[src/rtl/counter_pkg.sv]
// Shared constants and helpers for the free-running counter family.
// The default build is a 4-bit modulo-16 timebase.
package counter_pkg;

    localparam int DEFAULT_WIDTH = 4;
    localparam int DEFAULT_MAX   = (1 << DEFAULT_WIDTH) - 1;

    function automatic logic [DEFAULT_WIDTH-1:0] bin2gray(input logic [DEFAULT_WIDTH-1:0] bin);
        return bin ^ (bin >> 1);
    endfunction

endpackage

[src/rtl/counter_core.sv]
// Binary count register with compare-based wrap at MAX.
// Exposes the next value so sibling flops can stay aligned with the count.
module counter_core
    import counter_pkg::*;
#(
    parameter int WIDTH = DEFAULT_WIDTH,
    parameter int MAX   = (1 << WIDTH) - 1
) (
    input  logic             clk,
    input  logic             reset,
    output logic [WIDTH-1:0] count,
    output logic [WIDTH-1:0] next_count,
    output logic             at_max
);

    localparam logic [WIDTH-1:0] MAX_VAL = WIDTH'(MAX);

    // Compare rather than rely on overflow so non-power-of-two MAX works.
    always_comb begin
        at_max     = (count == MAX_VAL);
        next_count = at_max ? '0 : count + WIDTH'(1);
    end

    always_ff @(posedge clk or negedge reset) begin
        if (!reset) begin
            count <= '0;
        end else begin
            count <= next_count;
        end
    end

endmodule

[src/rtl/four_bit_counter.sv]
// Free-running modulo-(MAX+1) counter with terminal-count, wrap-pulse
// and registered Gray-coded views of the count.
module four_bit_counter
    import counter_pkg::*;
#(
    parameter int WIDTH = DEFAULT_WIDTH,
    parameter int MAX   = (1 << WIDTH) - 1
) (
    input  logic             clk,
    input  logic             reset,
    output logic [WIDTH-1:0] count,
    output logic             tc,
    output logic             wrap,
    output logic [WIDTH-1:0] count_gray
);

    logic [WIDTH-1:0] next_count;
    logic [WIDTH-1:0] next_gray;
    logic             at_max;

    counter_core #(
        .WIDTH (WIDTH),
        .MAX   (MAX)
    ) u_core (
        .clk        (clk),
        .reset      (reset),
        .count      (count),
        .next_count (next_count),
        .at_max     (at_max)
    );

    generate
        if (WIDTH == DEFAULT_WIDTH) begin : g_gray_pkg
            assign next_gray = bin2gray(next_count);
        end else begin : g_gray_generic
            assign next_gray = next_count ^ (next_count >> 1);
        end
    endgenerate

    assign tc = at_max;

    // Gray is encoded from the next count so it lands in the same cycle as count.
    always_ff @(posedge clk or negedge reset) begin
        if (!reset) begin
            wrap       <= 1'b0;
            count_gray <= '0;
        end else begin
            wrap       <= at_max;
            count_gray <= next_gray;
        end
    end

`ifdef COUNTER_SIM_ASSERTIONS
    always @(posedge clk) begin
        if (reset) begin
            assert (count <= WIDTH'(MAX));
            assert (count_gray == (count ^ (count >> 1)));
            assert (!(tc && wrap));
        end
    end
`endif

endmodule

[config.mk]
export PLATFORM = sky130hd
export DESIGN_NAME = four_bit_counter
export DESIGN_NICKNAME = d
export VERILOG_FILES = /design/src/rtl/counter_pkg.sv /design/src/rtl/counter_core.sv /design/src/rtl/four_bit_counter.sv
export SDC_FILE = /design/constraint.sdc
export NUM_CORES = 1
export LEC_CHECK = 0
export BUFFER_PORTS_ARGS = -buffer_cell sky130_fd_sc_hd__buf_2
export CORE_AREA = 2 2 39 41
export DETAILED_ROUTE_END_ITERATION = 8
export DIE_AREA = 0 0 41 43
export HOLD_SLACK_MARGIN = 0.08
export SLEW_MARGIN = 5
export SYNTH_ARGS = -nofsm -noshare
export SYNTH_HDL_FRONTEND = slang
export SYNTH_SLANG_ARGS = --single-unit
[constraint.sdc]
create_clock -name clk -period 3.7 [get_ports clk]
set_input_delay 0.555 -clock clk [delete_from_list [all_inputs] [get_ports clk]]
set_output_delay 0.555 -clock clk [all_outputs]
set_load 0.02 [all_outputs]
==> flow_metrics.tcl <==
set metrics [dict create \
    yosys-top-cells-count "dfrtp_1 (8), xor2_1 (4)" \
    gr-total-overflow 0 \
    ys_async_sr_fraction 1.00 \
    synth_top_family_by_area "XOR/XNOR gates" \
    grt_pass1_vias 229 \
    p_seq_frac 0.558 \
    synth_area_leaders "dfrtp_1 (62%), xor2_1 (11%), ha_1 (3.9%)" \
    regArea_um2 200 \
    ctsHoldBuffers 0 \
    startpoint "u_core.count[0]$_DFF_PN0_" \
    numCtsBuffers 3 \
    die_area_um2 1760 \
    ant_nets 0 \
    hold_viol_final 0 \
    fin_crit_sh 0.518 \
    synth-simple-area-share 0.0927 \
    setup_violations 0 \
    vdd_drop_max_v 0.000183 \
    drv_slew 0 \
    layout_common_cells "buf_2 (11), dfrtp_1 (8), xor2_1 (4)" \
    syn_avg_cell_area_um2 13.5 \
    synth_fa_ha_area_frac 0.0386 \
    numClockSinks 8 \
    syn-num-nets 27 \
    vias 230 \
    h-tree-depth 1 \
    cts_resized 0 \
    max_freq_mhz 522 \
    synth-xor-area-share 0.108 \
    min_path_type "in -> async" \
    synth.cell_area_um2 324 \
    cts.root.buffer_cell "clkbuf_4" \
    dp_hpwl_um 429 \
    wl_per_cell_um 11.4 \
    p_per_area_nw_per_um2 379 \
    cp_max_fo 6 \
    antenna_cells 0 \
    final_cells 53 \
    slew_headroom 0.830 \
    final_common_cell "buf_2" \
    synth_top_area_share 0.618 \
    gp_congestion 0.593 \
    grt_max_degree 10 \
    worst_slew_pin_slew_ps 255 \
    clk_pin_slew_ps 60 \
    clockBufferDepth 2 \
    synth.most_common_cell "dfrtp_1" \
    core_area_um2 1380 \
    synth_compound_area_frac 0.0734 \
    die_h_um 43 \
    power.internal_mw 0.125 \
    clkPwrFrac 0.428 \
    synth_ff_type "dfrtp_1" \
    r2r_start "u_core.count[0]$_DFF_PN0_" \
    insertion_delay_ps 260 \
    drive_gt1_frac 0.405 \
    cts_setup_buffers 0 \
    timing.final.crit_period_ps 1920 \
    grt.total_usage 0.0902 \
    required_ps 3140 \
    seq_area_frac_synth 0.618 \
    multi_input_area_um2 113 \
    post_synth_inst_count 24 \
    worst_r2r_path_depth 3 \
    synth_warnings 0 \
    grt_pass1_wl_um 966 \
    rsz0062_at_grt "false" \
    std_cell_rows 14 \
    die_w_um 41 \
    p_leak_nw 0.229 \
    fin_nets 42 \
    portBuffers 11 \
    drc 0 \
    setup_ws_ps 1780 \
    fin_skew_ps 11.2 \
    fillers 151 \
    pre_cts_slack_ps 2060 \
    yosys_register_bits 8 \
    status "finished, final reports clean" \
    p_comb_frac 0.013 \
    dr.pass1.iters 2 \
    startpoint_type "flop" \
    drtIter0Drc 3 \
    start_util 0.234 \
    synth_cell_type_count 14 \
    synth_largest_area_cell "dfrtp_1" \
    maxCapViolCount 0 \
    end_kind "output port" \
    vias_per_cell 4.34 \
    io_pins 12 \
    cts_tree "done" \
    critical_path_class "reg -> out" \
    swShare 0.202 \
    place_inst 50 \
    finalSetupTns_ps 0 \
    cp.arrival_ps 1360 \
    antenna_found_initial 0 \
    drt-total-wl_um 605 \
    area_growth_syn_to_layout_pct 27.8 \
    p_switching_mw 0.0318 \
    hold_ws_ps 130 \
    finalPower_mw 0.157 \
    synth_edf_count 0 \
    yosys-mux-area-fraction 0.0347 \
]
==> state kept, by name, summed over array words and instances, names as in the netlist <==
| signal | flops |
|---|---|
| count_gray | 4 |
| u_core.count | 3 |
| wrap | 1 |
==> stage by stage <==
stage | cell area [um^2] | util
after floorplan | 324 | -
after global placement | 392 | 0.283
after detailed placement | 392 | 0.283
after CTS | 414 | 0.299
after global routing | 414 | 0.299
final | 414 | 0.299
==> layer usage <==
layer	global-route usage	vias to the layer above	share of wire
li1	-	109	-
met1	0.116	107	0.51
met2	0.103	14	0.37
met3	0.0628	0	0.13
met4	0.0600	0	0
met5	0	-	0
==> final timing paths <==
kind,endpoint,slack (ps)
worst max-delay path,tc,1780
worst min-delay path,count_gray[3]$_DFF_PN0_,130
worst max register to register,count_gray[0]$_DFF_PN0_,2430
worst min register to register,u_core.count[0]$_DFF_PN0_,560
max in group asynchronous,u_core.count[2]$_DFF_PN0_,3390
min in group clk,u_core.count[0]$_DFF_PN0_,560
==> critical path, stage by stage, from the launching register on <==
cell and delay [ps]:
dfrtp_1 430, ha_1 300, and3_1 220, buf_2 160
==> kinds of logic (layout without fill, tap and decap cells) <==
| kind of cell | after synthesis | count (layout) |
|---|---|---|
| multiplexers | 1 | 1 |
| buffers and inverters | 2 | 15 |
| flip-flops | 8 | 8 |
| adder cells (fa/ha/maj) | 1 | 1 |
| XOR/XNOR | 4 | 4 |
| AND/OR/NAND/NOR | 5 | 5 |
| AO/OA/AOI/OAI | 3 | 3 |
==> area by class of cell <==
cell class,instances,area share
repair buffers,11,0.133
flip-flops and latches,8,0.483
well taps,16,0.0483
multi-input cells,14,0.272
inverters,1,0.00906
clock buffers,3,0.0544
==> power by group through the flow <==
| stage | logic, mW | registers [mW] | clock network, mW |
|---|---|---|---|
| 4_1_cts | 0.00227 | 0.0875 | 0.0721 |
| 3_5_place_dp | 0.00230 | 0.0891 | 0 |
| 6_report | 0.00211 | 0.0876 | 0.0672 |
| 2_1_floorplan | 0.0000000645 | 0.0891 | 0 |
| 3_3_place_gp | 0.00211 | 0.0891 | 0 |
| 5_1_grt | 0.00256 | 0.0874 | 0.0773 |
No activity file was read; power rests on OpenSTA's default activity.
